--- src/rtl/ahb_apb_pkg.sv ---
// Shared AHB-Lite / APB3 encodings and the APB-to-AHB bridge state type.
// Constants only; no logic, no latency, no flow control.
package ahb_apb_pkg;

    localparam logic [1:0] HTRANS_IDLE   = 2'b00;
    localparam logic [1:0] HTRANS_BUSY   = 2'b01;
    localparam logic [1:0] HTRANS_NONSEQ = 2'b10;
    localparam logic [1:0] HTRANS_SEQ    = 2'b11;

    localparam logic [1:0] HRESP_OKAY    = 2'b00;
    localparam logic [1:0] HRESP_ERROR   = 2'b01;
    localparam logic [1:0] HRESP_RETRY   = 2'b10;
    localparam logic [1:0] HRESP_SPLIT   = 2'b11;

    localparam logic [2:0] HSIZE_WORD    = 3'b010;
    localparam logic [2:0] HBURST_SINGLE = 3'b000;

    typedef enum logic [1:0] {
        ST_IDLE,
        ST_ADDR,
        ST_DATA,
        ST_RESP
    } bridge_state_e;

endpackage

--- src/rtl/apb3_to_ahb_bridge.sv ---
// APB3 slave issuing one single-beat AHB-Lite word transfer per APB access; 4 cycles with a zero-wait slave.
// APB is back-pressured through PREADY; AHB HREADY stalls hold the current phase, one transfer in flight.
module apb3_to_ahb_bridge
    import ahb_apb_pkg::*;
#(
    parameter int         FAMILY      = 17,
    parameter logic [7:0] HADDR_UPPER = 8'h40
) (
    input  logic        HCLK,
    input  logic        HRESET,
    input  logic        PSEL,
    input  logic        PENABLE,
    input  logic        PWRITE,
    input  logic [23:0] PADDR,
    input  logic [31:0] PWDATA,
    output logic [31:0] PRDATA,
    output logic        PREADY,
    output logic        PSLVERR,
    output logic [31:0] HADDR,
    output logic [1:0]  HTRANS,
    output logic        HWRITE,
    output logic [2:0]  HSIZE,
    output logic [2:0]  HBURST,
    output logic [31:0] HWDATA,
    input  logic [31:0] HRDATA,
    input  logic        HREADY,
    input  logic [1:0]  HRESP
);

    bridge_state_e state_q, state_d;
    logic [31:0]   haddr_q, haddr_d;
    logic [1:0]    htrans_q, htrans_d;
    logic          hwrite_q, hwrite_d;
    logic [31:0]   hwdata_q, hwdata_d;
    logic [31:0]   prdata_q, prdata_d;
    logic          pready_q, pready_d;
    logic          pslverr_q, pslverr_d;
    logic          err_q, err_d;
    logic          abort_q, abort_d;
    logic          resp_err;

    // Byte-lane bits of PADDR and the family code carry no function here.
    logic unused_bits;
    assign unused_bits = ^{PADDR[1:0], FAMILY[0]};

    assign resp_err = (HRESP != HRESP_OKAY);

    always_comb begin
        state_d   = state_q;
        haddr_d   = haddr_q;
        htrans_d  = htrans_q;
        hwrite_d  = hwrite_q;
        hwdata_d  = hwdata_q;
        prdata_d  = prdata_q;
        pready_d  = pready_q;
        pslverr_d = pslverr_q;
        err_d     = err_q;
        abort_d   = abort_q;

        case (state_q)
            ST_IDLE: begin
                abort_d = 1'b0;
                if (PSEL && !PENABLE) begin
                    haddr_d  = {HADDR_UPPER, PADDR[23:2], 2'b00};
                    hwrite_d = PWRITE;
                    hwdata_d = PWDATA;
                    htrans_d = HTRANS_NONSEQ;
                    state_d  = ST_ADDR;
                end
            end
            ST_ADDR: begin
                if (!PSEL) begin
                    abort_d = 1'b1;
                end
                if (HREADY) begin
                    htrans_d = HTRANS_IDLE;
                    err_d    = 1'b0;
                    state_d  = ST_DATA;
                end
            end
            ST_DATA: begin
                if (!PSEL) begin
                    abort_d = 1'b1;
                end
                if (resp_err) begin
                    err_d = 1'b1;
                end
                if (HREADY) begin
                    // An APB master that walked away gets no response; the AHB beat still finishes.
                    if (abort_q || !PSEL) begin
                        state_d = ST_IDLE;
                    end else begin
                        if (!hwrite_q) begin
                            prdata_d = (err_q || resp_err) ? 32'h0 : HRDATA;
                        end
                        pslverr_d = err_q | resp_err;
                        pready_d  = 1'b1;
                        state_d   = ST_RESP;
                    end
                end
            end
            ST_RESP: begin
                pready_d  = 1'b0;
                pslverr_d = 1'b0;
                state_d   = ST_IDLE;
            end
            default: begin
                state_d = ST_IDLE;
            end
        endcase
    end

    always_ff @(posedge HCLK or posedge HRESET) begin
        if (HRESET) begin
            state_q   <= ST_IDLE;
            haddr_q   <= 32'h0;
            htrans_q  <= HTRANS_IDLE;
            hwrite_q  <= 1'b0;
            hwdata_q  <= 32'h0;
            prdata_q  <= 32'h0;
            pready_q  <= 1'b0;
            pslverr_q <= 1'b0;
            err_q     <= 1'b0;
            abort_q   <= 1'b0;
        end else begin
            state_q   <= state_d;
            haddr_q   <= haddr_d;
            htrans_q  <= htrans_d;
            hwrite_q  <= hwrite_d;
            hwdata_q  <= hwdata_d;
            prdata_q  <= prdata_d;
            pready_q  <= pready_d;
            pslverr_q <= pslverr_d;
            err_q     <= err_d;
            abort_q   <= abort_d;
        end
    end

    assign HADDR   = haddr_q;
    assign HTRANS  = htrans_q;
    assign HWRITE  = hwrite_q;
    assign HWDATA  = hwdata_q;
    assign HSIZE   = HSIZE_WORD;
    assign HBURST  = HBURST_SINGLE;
    assign PRDATA  = prdata_q;
    assign PREADY  = pready_q;
    assign PSLVERR = pslverr_q;

endmodule

--- config.mk ---
export PLATFORM = sky130hd
export DESIGN_NAME = apb3_to_ahb_bridge
export DESIGN_NICKNAME = d
export VERILOG_FILES = /design/src/rtl/ahb_apb_pkg.sv /design/src/rtl/apb3_to_ahb_bridge.sv
export SDC_FILE = /design/constraint.sdc
export NUM_CORES = 1
export LEC_CHECK = 0
export CAP_MARGIN = 20
export CORE_UTILIZATION = 44
export DETAILED_ROUTE_END_ITERATION = 16
export HOLD_SLACK_MARGIN = 0.02
export PLACE_DENSITY = 0.94
export REMOVE_ABC_BUFFERS = 1
export SETUP_SLACK_MARGIN = 0.3
export SYNTH_ARGS = -nofsm -noshare
export SYNTH_HDL_FRONTEND = slang
export SYNTH_SLANG_ARGS = --single-unit
--- constraint.sdc ---
create_clock -name HCLK -period 6.8 [get_ports HCLK]
set_clock_uncertainty 0.1 [all_clocks]
set_input_delay 0.68 -clock HCLK [delete_from_list [all_inputs] [get_ports HCLK]]
set_output_delay 0.68 -clock HCLK [all_outputs]
set_load 0.02 [all_outputs]
* Yosys cells after proc, flatten, opt, wreduce, memory -nomap -nowiden
Cells that the tools add are included.
** Word-level totals
- RAM bits :: 0
- Latch bits :: 0
- Output and inout bits :: 107
- Memories :: 0
- Memory bits (read-only) :: 0
- Bits of input ports :: 96
- Word-level logic and storage cells :: 61
- Register bits :: 96
** Operators by class
- Reductions and logical operators :: 19
- Shift-type cells :: 0
- Add/subtract/negate cells :: 0
- $mul :: 0
- Divide/modulo/power cells :: 0
- Eq/ne operators :: 9
- Multiplexer cells :: 20
- Bitwise operators :: 3
- Order comparisons :: 0
** Operators by type and width (count)
- $mux W32 :: 1
- $mux W2 :: 6
- $ne A2 B2 Y1 const B :: 6
- $reduce_and A3 Y1 :: 4
- $reduce_bool A2 Y1 :: 5
- $pmux W1 S2 :: 4
- $pmux W2 S4 :: 1
- $mux W1 :: 7
- $eq A2 B2 Y1 const B :: 2
- $pmux W2 S2 :: 1
- $reduce_and A2 Y1 :: 2
- $reduce_and A4 Y1 :: 1
- $eq A2 B1 Y1 const B :: 1
- $logic_not A1 Y1 :: 2
- $logic_not A2 Y1 :: 1
- $logic_or A1 B1 Y1 :: 2
- $not A1 Y1 :: 2
- $reduce_or A2 Y1 :: 1
- $logic_and A1 B1 Y1 :: 1
- $or A1 B1 Y1 :: 1

* Logic depth before layout (Yosys ltp)
Gate-level depths: netlist (run 1).
- Depth in word-level cells :: 5
- Mapped depth :: 7
- Depth with buffers taken out :: 5

* Least setup slack after synthesis (run 1)
Ideal clock, no wire load.
- Path kind :: input -> register
- Start point :: input port PENABLE
- End point :: register haddr_q[12] (netlist: HADDR[12])
- Slack :: 5039 ps
- Path buffers :: 2
- Arrival :: 1535 ps
- Required time :: 6575 ps
- Stages :: 5
- Library setup time :: 125 ps
- Path through :: and2b_1 -> nand2_1 -> buf_6 -> buf_6 -> mux2_4
** Between the ends
- Cells in the longest elaborated chain, start to end :: 3
** Ends and longest elaborated chain
- start, declared :: RTL line apb3_to_ahb_bridge.sv:12 : input logic PENABLE,
- $logic_not A1 Y1 :: RTL line apb3_to_ahb_bridge.sv:63 : if (PSEL && !PENABLE) begin
- $logic_and A1 B1 Y1 :: RTL line apb3_to_ahb_bridge.sv:63
- $reduce_and A2 Y1 (no line)
- end signal, assigned :: RTL line apb3_to_ahb_bridge.sv:127 : haddr_q <= haddr_d;
- end, declared :: RTL line apb3_to_ahb_bridge.sv:31 : logic [31:0] haddr_q, haddr_d;
Every way passes these cells.
A chain may end at the register's enable or synchronous reset.

* Final worst setup path (run 1)
- Start point :: input port PSEL
- End point :: register hwdata_q[7] (netlist: HWDATA[7])
** Between the ends
- Cells in the longest elaborated chain, start to end :: 2
** Ends and longest elaborated chain
- start, declared :: RTL line apb3_to_ahb_bridge.sv:11 : input logic PSEL,
- $logic_and A1 B1 Y1 :: RTL line apb3_to_ahb_bridge.sv:63
- $reduce_and A2 Y1 (no line)
- end signal, assigned :: RTL line apb3_to_ahb_bridge.sv:130 : hwdata_q <= hwdata_d;
- end, declared :: RTL line apb3_to_ahb_bridge.sv:34 : logic [31:0] hwdata_q, hwdata_d;
Every way passes these cells.

==> results of run 1 <==
-- worst min-delay path by stage --
| stage | from | to | slack [ns] |
|---|---|---|---|
| 5_1_grt | HADDR[30]$_DFFE_PP0P_ | HADDR[30]$_DFFE_PP0P_ | 0.41 |
| 4_1_cts | HADDR[30]$_DFFE_PP0P_ | HADDR[30]$_DFFE_PP0P_ | 0.39 |
| 6_report | HADDR[30]$_DFFE_PP0P_ | HADDR[30]$_DFFE_PP0P_ | 0.39 |
| 2_1_floorplan | abort_q$_DFFE_PP0P_ | abort_q$_DFFE_PP0P_ | 0.37 |
| 3_5_place_dp | HADDR[30]$_DFFE_PP0P_ | HADDR[30]$_DFFE_PP0P_ | 0.36 |
| 3_3_place_gp | HADDR[30]$_DFFE_PP0P_ | HADDR[30]$_DFFE_PP0P_ | 0.35 |
-- cell usage in the layout (no fill, tap or decap), types with 3 or more instances in the layout --
| cell | n |
|---|---|
| clkbuf_8 | 9 |
| dfrtp_1 | 95 |
| mux2_2 | 16 |
| inv_1 | 39 |
| nand2b_1 | 3 |
| ha_1 | 6 |
| mux2i_1 | 34 |
| conb_1 | 16 |
| clkdlybuf4s50_1 | 184 |
| nand2_1 | 33 |
| nor2_1 | 3 |
| mux2_4 | 39 |
-- cell families (layout without fill, tap and decap cells) --
kind of cell,after synthesis,count (layout),share of synthesized area
adder cells (fa/ha/maj),6,6,0.0177
buffers and inverters,69,243,0.0912
AND/OR/NAND/NOR,48,48,0.0509
AO/OA/AOI/OAI,11,11,0.0191
flip-flops,95,95,0.559
multiplexers,89,89,0.260
other,2,16,0.00177
-- cell type report --
cell class,count,area (um2)
Clock buffer,11,131
Clock inverter,5,58.8
Fill cell,659,2970
Inverter,40,153
Multi-Input combinational cell,170,1560
Sequential cell,95,2380
Tap cell,129,161
Timing Repair Buffer,187,1870
-- per-stage QoR --
| step | area, um2 | setup slack, ns |
|---|---|---|
| floorplan | 4070 | 2.01 |
| global placement | 6110 | 4.07 |
| detailed placement | 6120 | 4.02 |
| CTS | 6310 | 4.40 |
| global route | 6310 | 4.31 |
| finish | 6310 | 4.36 |
-- state kept, by name, summed over array words and instances, names as in the netlist --
name and flops:
HWDATA 32, PRDATA 32, HADDR 23, state_q 2, HTRANS 1, HWRITE 1
PREADY 1, PSLVERR 1, abort_q 1, err_q 1
-- where the power goes --
part / switching, mW / internal [mW]
clock: 0.193 / 0.171
combinational: 0.685 / 0.808
sequential: 0.167 / 0.846
total: 1.05 / 1.82
-- routing by layer --
layer	routed length (um)	GRT usage
met1	3910	0.235
met4	147	0.0658
met3	871	0.0682
met5	0	0
met2	4630	0.337
-- critical path, cell delays in order --
cell and delay, ns:
clkdlybuf4s50_1 0.48, and2b_1 0.24, nand2_4 0.66, mux2_2 0.43
==> results.cfg, run 1 <==
[worst_setup_path]
worstReg2RegEnd = HWDATA[7]$_DFFE_PP0P_
reg2reg_depth = 4
setup.reg_to_reg.worst_slack_ns = 4.57
criticalPathCategory = primary input to register
cp_startpoint_kind = primary input
critPathArrivalTime_ns = 2.57
crit_path_end_kind = register
required_ns = 6.93
cp_max_fo = 56
endpoint = HWDATA[7]$_DFFE_PP0P_
cp-startpoint = PSEL
r2r_start = state_q[1]$_DFFE_PP0P_

[timing]
hold_slack_ns = 0.389
worst-slew-pin-transition_ns = 0.953
finalHoldViolCount = 0
maxClockFrequency_mhz = 410
setup_violations = 0
tns_ns = 0
finalWorstPathRequiredPeriod_ns = 2.44
final_max_slew_viol_count = 0
max_slew_margin_vs_limit = 0.365
grt_setup_unrepaired = false
min_period_over_period = 0.359

[cts]
clock-sinks = 95
tritoncts = yes
clockBufferDepth = 2
post_cts_hold_buffer_count = 0
clkSlewWorstSetupHoldPaths_ns = 0.09
worst_skew_pair_later_pin_latency_ns = 0.35
postCtsSetupRepairBufs = 0
cts_resized = 0
cts-htree-levels = 3
clk_root_buffer_cell = clkbuf_8
cts_buffers = 9

[synthesis]
mappedNetlistArea_mm2 = 0.00425
ys_seq_elements = 95
netlist.top_cell.by_area = dfrtp_1
synth_edf_count = 0
ys_seq_area_frac = 0.559
postSynth.asyncResetShare = 1.00
synth_area_leaders = dfrtp_1 56%, mux2_4 14%, mux2i_1 8.0%, mux2_2 4.2%, inv_1 3.5%
yosysUniqueCellTypes = 26
yosys.cell_count.top_type = dfrtp_1
synth_cell_count_leaders = 95 x dfrtp_1, 40 x inv_1, 39 x mux2_4
synth_largest_type_area_fraction = 0.559
netlist_instances = 320
ys_dominant_reg_cell = dfrtp_1
synthesis.area_per_instance_um2 = 13.3
yosys_warnings = 0

[min_path]
hold_path_class = register to register
hold-path-cell-count = 1

[power]
power.density_cell_area_mw_per_mm2 = 455
fin_total_pwr_mw = 2.87
power.ir.vdd_worst_v = 0.000300
cellLeakagePower_nw = 2.86

[grt]
gr-usage-all-layers = 0.198
grt_antenna_before_repair = 0
grt_start_max_net_pins = 57
vias_in_the_first_global_route = 3133
grt.overflow.total = 0
grt_first_pass_wirelength_um = 15300

[route]
route.antenna.remaining_nets = 0
vias = 2939
wl_um = 9560
drc = 0
initialDrtViolationCount = 67
drt_pre_antenna_iters = 6
drt-vias-per-instance = 4.61
post_drt_wl_per_cell_um = 15.0

[placed_design]
gp_congestion = 0.769
place_inst = 621
buffer_ports.inserted = 184
post-dp-hpwl_um = 7050

[final_layout]
syn_to_final_growth_pct = 48.4
antenna_cells_inserted = 0
post-route-util = 0.680
final_cells = 637
layout-drive-gt1-share = 0.150
final_net_count = 605

[flow_run]
number_of_maximum_capacitance_violations = 0

[floorplanning]
core_mm2 = 0.00928
num_io_pins = 203
num_rows = 35
floorplan.die.height_um = 100
floorplan.die.width_um = 100
initial_utilization = 0.458
dieArea_mm2 = 0.0101

[outcome]
run_status = finished, final reports clean
Power figures use the tool's default switching activity.
==> run 2: changes to the inputs <==
- CORE_UTILIZATION: 44 -> 37
- PLACE_DENSITY: 0.94 -> 0.85
- clock period: 6.8 -> 2.1 ns (I/O delays scaled with it)
==> run 2 against run 1 <==
Register-to-register slack got worse by 4.2 ns. Die area grew 19%. Worst setup slack worse by 4.0 ns. Utilization is 6.8 points lower. Worst hold slack worse by 0.28 ns. Count of clock-buffer cells in the layout rose by 3. Critical path type is now register to register. Highest routed layer unchanged.
==> results.cfg, run 2 (same netlist as run 1, synthesis figures left out) <==
[outcome]
run_status = finished, final reports clean

[cts]
cts-htree-levels = 3
post_cts_hold_buffer_count = 0
clock-sinks = 95
clockBufferDepth = 2
cts_buffers = 9
tritoncts = yes
clk_root_buffer_cell = clkbuf_16
worst_skew_pair_later_pin_latency_ns = 0.33
clkSlewWorstSetupHoldPaths_ns = 0.06

[route]
initialDrtViolationCount = 108
vias = 3019
wl_um = 10500
route.antenna.remaining_nets = 0
drc = 0
drt-vias-per-instance = 4.55
post_drt_wl_per_cell_um = 15.8
drt_pre_antenna_iters = 4

[final_layout]
antenna_cells_inserted = 0
layout_common_cells = 184 x clkdlybuf4s50_1, 94 x dfrtp_1, 39 x mux2_4, 38 x inv_1
final_cells = 664
fin_area_mm2 = 0.00675
layout-drive-gt1-share = 0.187
syn_to_final_growth_pct = 58.7
final_common_cell = clkdlybuf4s50_1
final_net_count = 621

[timing]
grt_setup_unrepaired = true
setup_violations = 0
finalWorstSetupSlack_ns = 0.338
finalHoldViolCount = 0
final_max_slew_viol_count = 0
min_period_over_period = 0.839
finalWorstPathRequiredPeriod_ns = 1.76
hold_slack_ns = 0.107
maxClockFrequency_mhz = 568
tns_ns = 0

[worst_setup_path]
required_ns = 2.25
crit_buf_inv = 3
cp_max_stage_cell = dfrtp_1
criticalPathCategory = register to register
crit_path_end_kind = register
critPathArrivalTime_ns = 1.91
slowest_delay_ns = 0.41
path_delay_family = buffers and inverters
cp_startpoint_kind = register
timing.critical_path.cells = inv_2, ha_4, nand3b_1, nor3b_4, buf_6, buf_12, mux2i_2
cp_max_fo = 8

[placed_design]
gp_congestion = 0.764
post-dp-hpwl_um = 7270
buffer_ports.inserted = 184
placement.setup.worst_slack_ns = 0.153
place_inst = 637
dpl-instance-area_mm2 = 0.00624

[grt]
grt.overflow.total = 0
grt_first_pass_wirelength_um = 15400
grt_start_max_net_pins = 41
vias_in_the_first_global_route = 3178
grt_antenna_before_repair = 0
gr-usage-all-layers = 0.170

[floorplanning]
floorplan.die.height_um = 109
initial_utilization = 0.385
num_io_pins = 203
floorplan.die.width_um = 109
dieArea_mm2 = 0.0119
num_rows = 38
core_mm2 = 0.0110

[power]
power.ir.vdd_worst_v = 0.000766
cellLeakagePower_nw = 3.05
power.density_cell_area_mw_per_mm2 = 1480

[flow_run]
number_of_maximum_capacitance_violations = 0

[min_path]
hold_path_class = primary input to async pin
## run 2: cell count changes in the layout (fill, tap and decap cells not counted), sizes merged
cell | previous run | this run
buf | 3 | 16
clkbuf | 11 | 17
clkinv | 2 | 0
clkinvlp | 2 | 1
## run 2: worst reg2reg max path: stages (launching register included)
cell	delay, ns
dfrtp_1	0.41
inv_2	0.12
ha_4	0.14
nand3b_1	0.14
nor3b_4	0.25
buf_6	0.16
buf_12	0.14
mux2i_2	0.23
## run 2: layout make-up
| class | count | area, um2 |
|---|---|---|
| fill | 834 | 4280 |
| clock buffer | 14 | 274 |
| multi-input combinational | 170 | 1590 |
| sequential | 95 | 2380 |
| inverter | 40 | 153 |
| timing repair buffer | 203 | 2140 |
| tap | 140 | 175 |
| clock inverter | 2 | 37.5 |
## run 2: power breakdown
group / internal [mW] / switching, mW / total [mW]
logic: 2.74 / 2.28 / 5.02
clock network: 1.02 / 0.649 / 1.67
registers: 2.75 / 0.560 / 3.31
## run 2: through the flow
stage / utilization / total power, mW
floorplan: - / 5.85
global placement: 0.566 / 8.05
detailed placement: 0.566 / 8.23
CTS: 0.601 / 10.0
global route: 0.612 / 10.5
finish: 0.612 / 10.0
## run 2: final timing paths
| check | slack, ns | endpoint | cells after the start | startpoint |
|---|---|---|---|---|
| worst min-delay path | 0.11 | HWDATA[9]$_DFFE_PP0P_ | 2 | HRESET |
| max in group asynchronous | 1.27 | HWDATA[12]$_DFFE_PP0P_ | 3 | HRESET |
| min in group HCLK | 0.33 | PRDATA[21]$_DFFE_PP0P_ | 3 | HRDATA[21] |
| worst min register to register | 0.38 | HADDR[30]$_DFFE_PP0P_ | 1 | HADDR[30]$_DFFE_PP0P_ |
| worst max register to register | 0.34 | PRDATA[28]$_DFFE_PP0P_ | 7 | state_q[0]$_DFFE_PP0P_ |
| worst max-delay path | 0.34 | PRDATA[28]$_DFFE_PP0P_ | 7 | state_q[0]$_DFFE_PP0P_ |
## run 2: routing by layer
layer  global-route usage  wire length, um  vias up
met5                    0                0        -
met4               0.0514              142        0
met3               0.0592              912       12
met2                0.302             5280      142
met1                0.190             4140     1465
li1                     -                -     1400
## run 2: repair_timing
action | in CTS | in global routing
setup buffers | 5 | 2
pin swaps | 1 | 1
gates resized for setup | 4 | 7
cloned | 1 | 3
endpoints found under the setup margin | 35 | 82
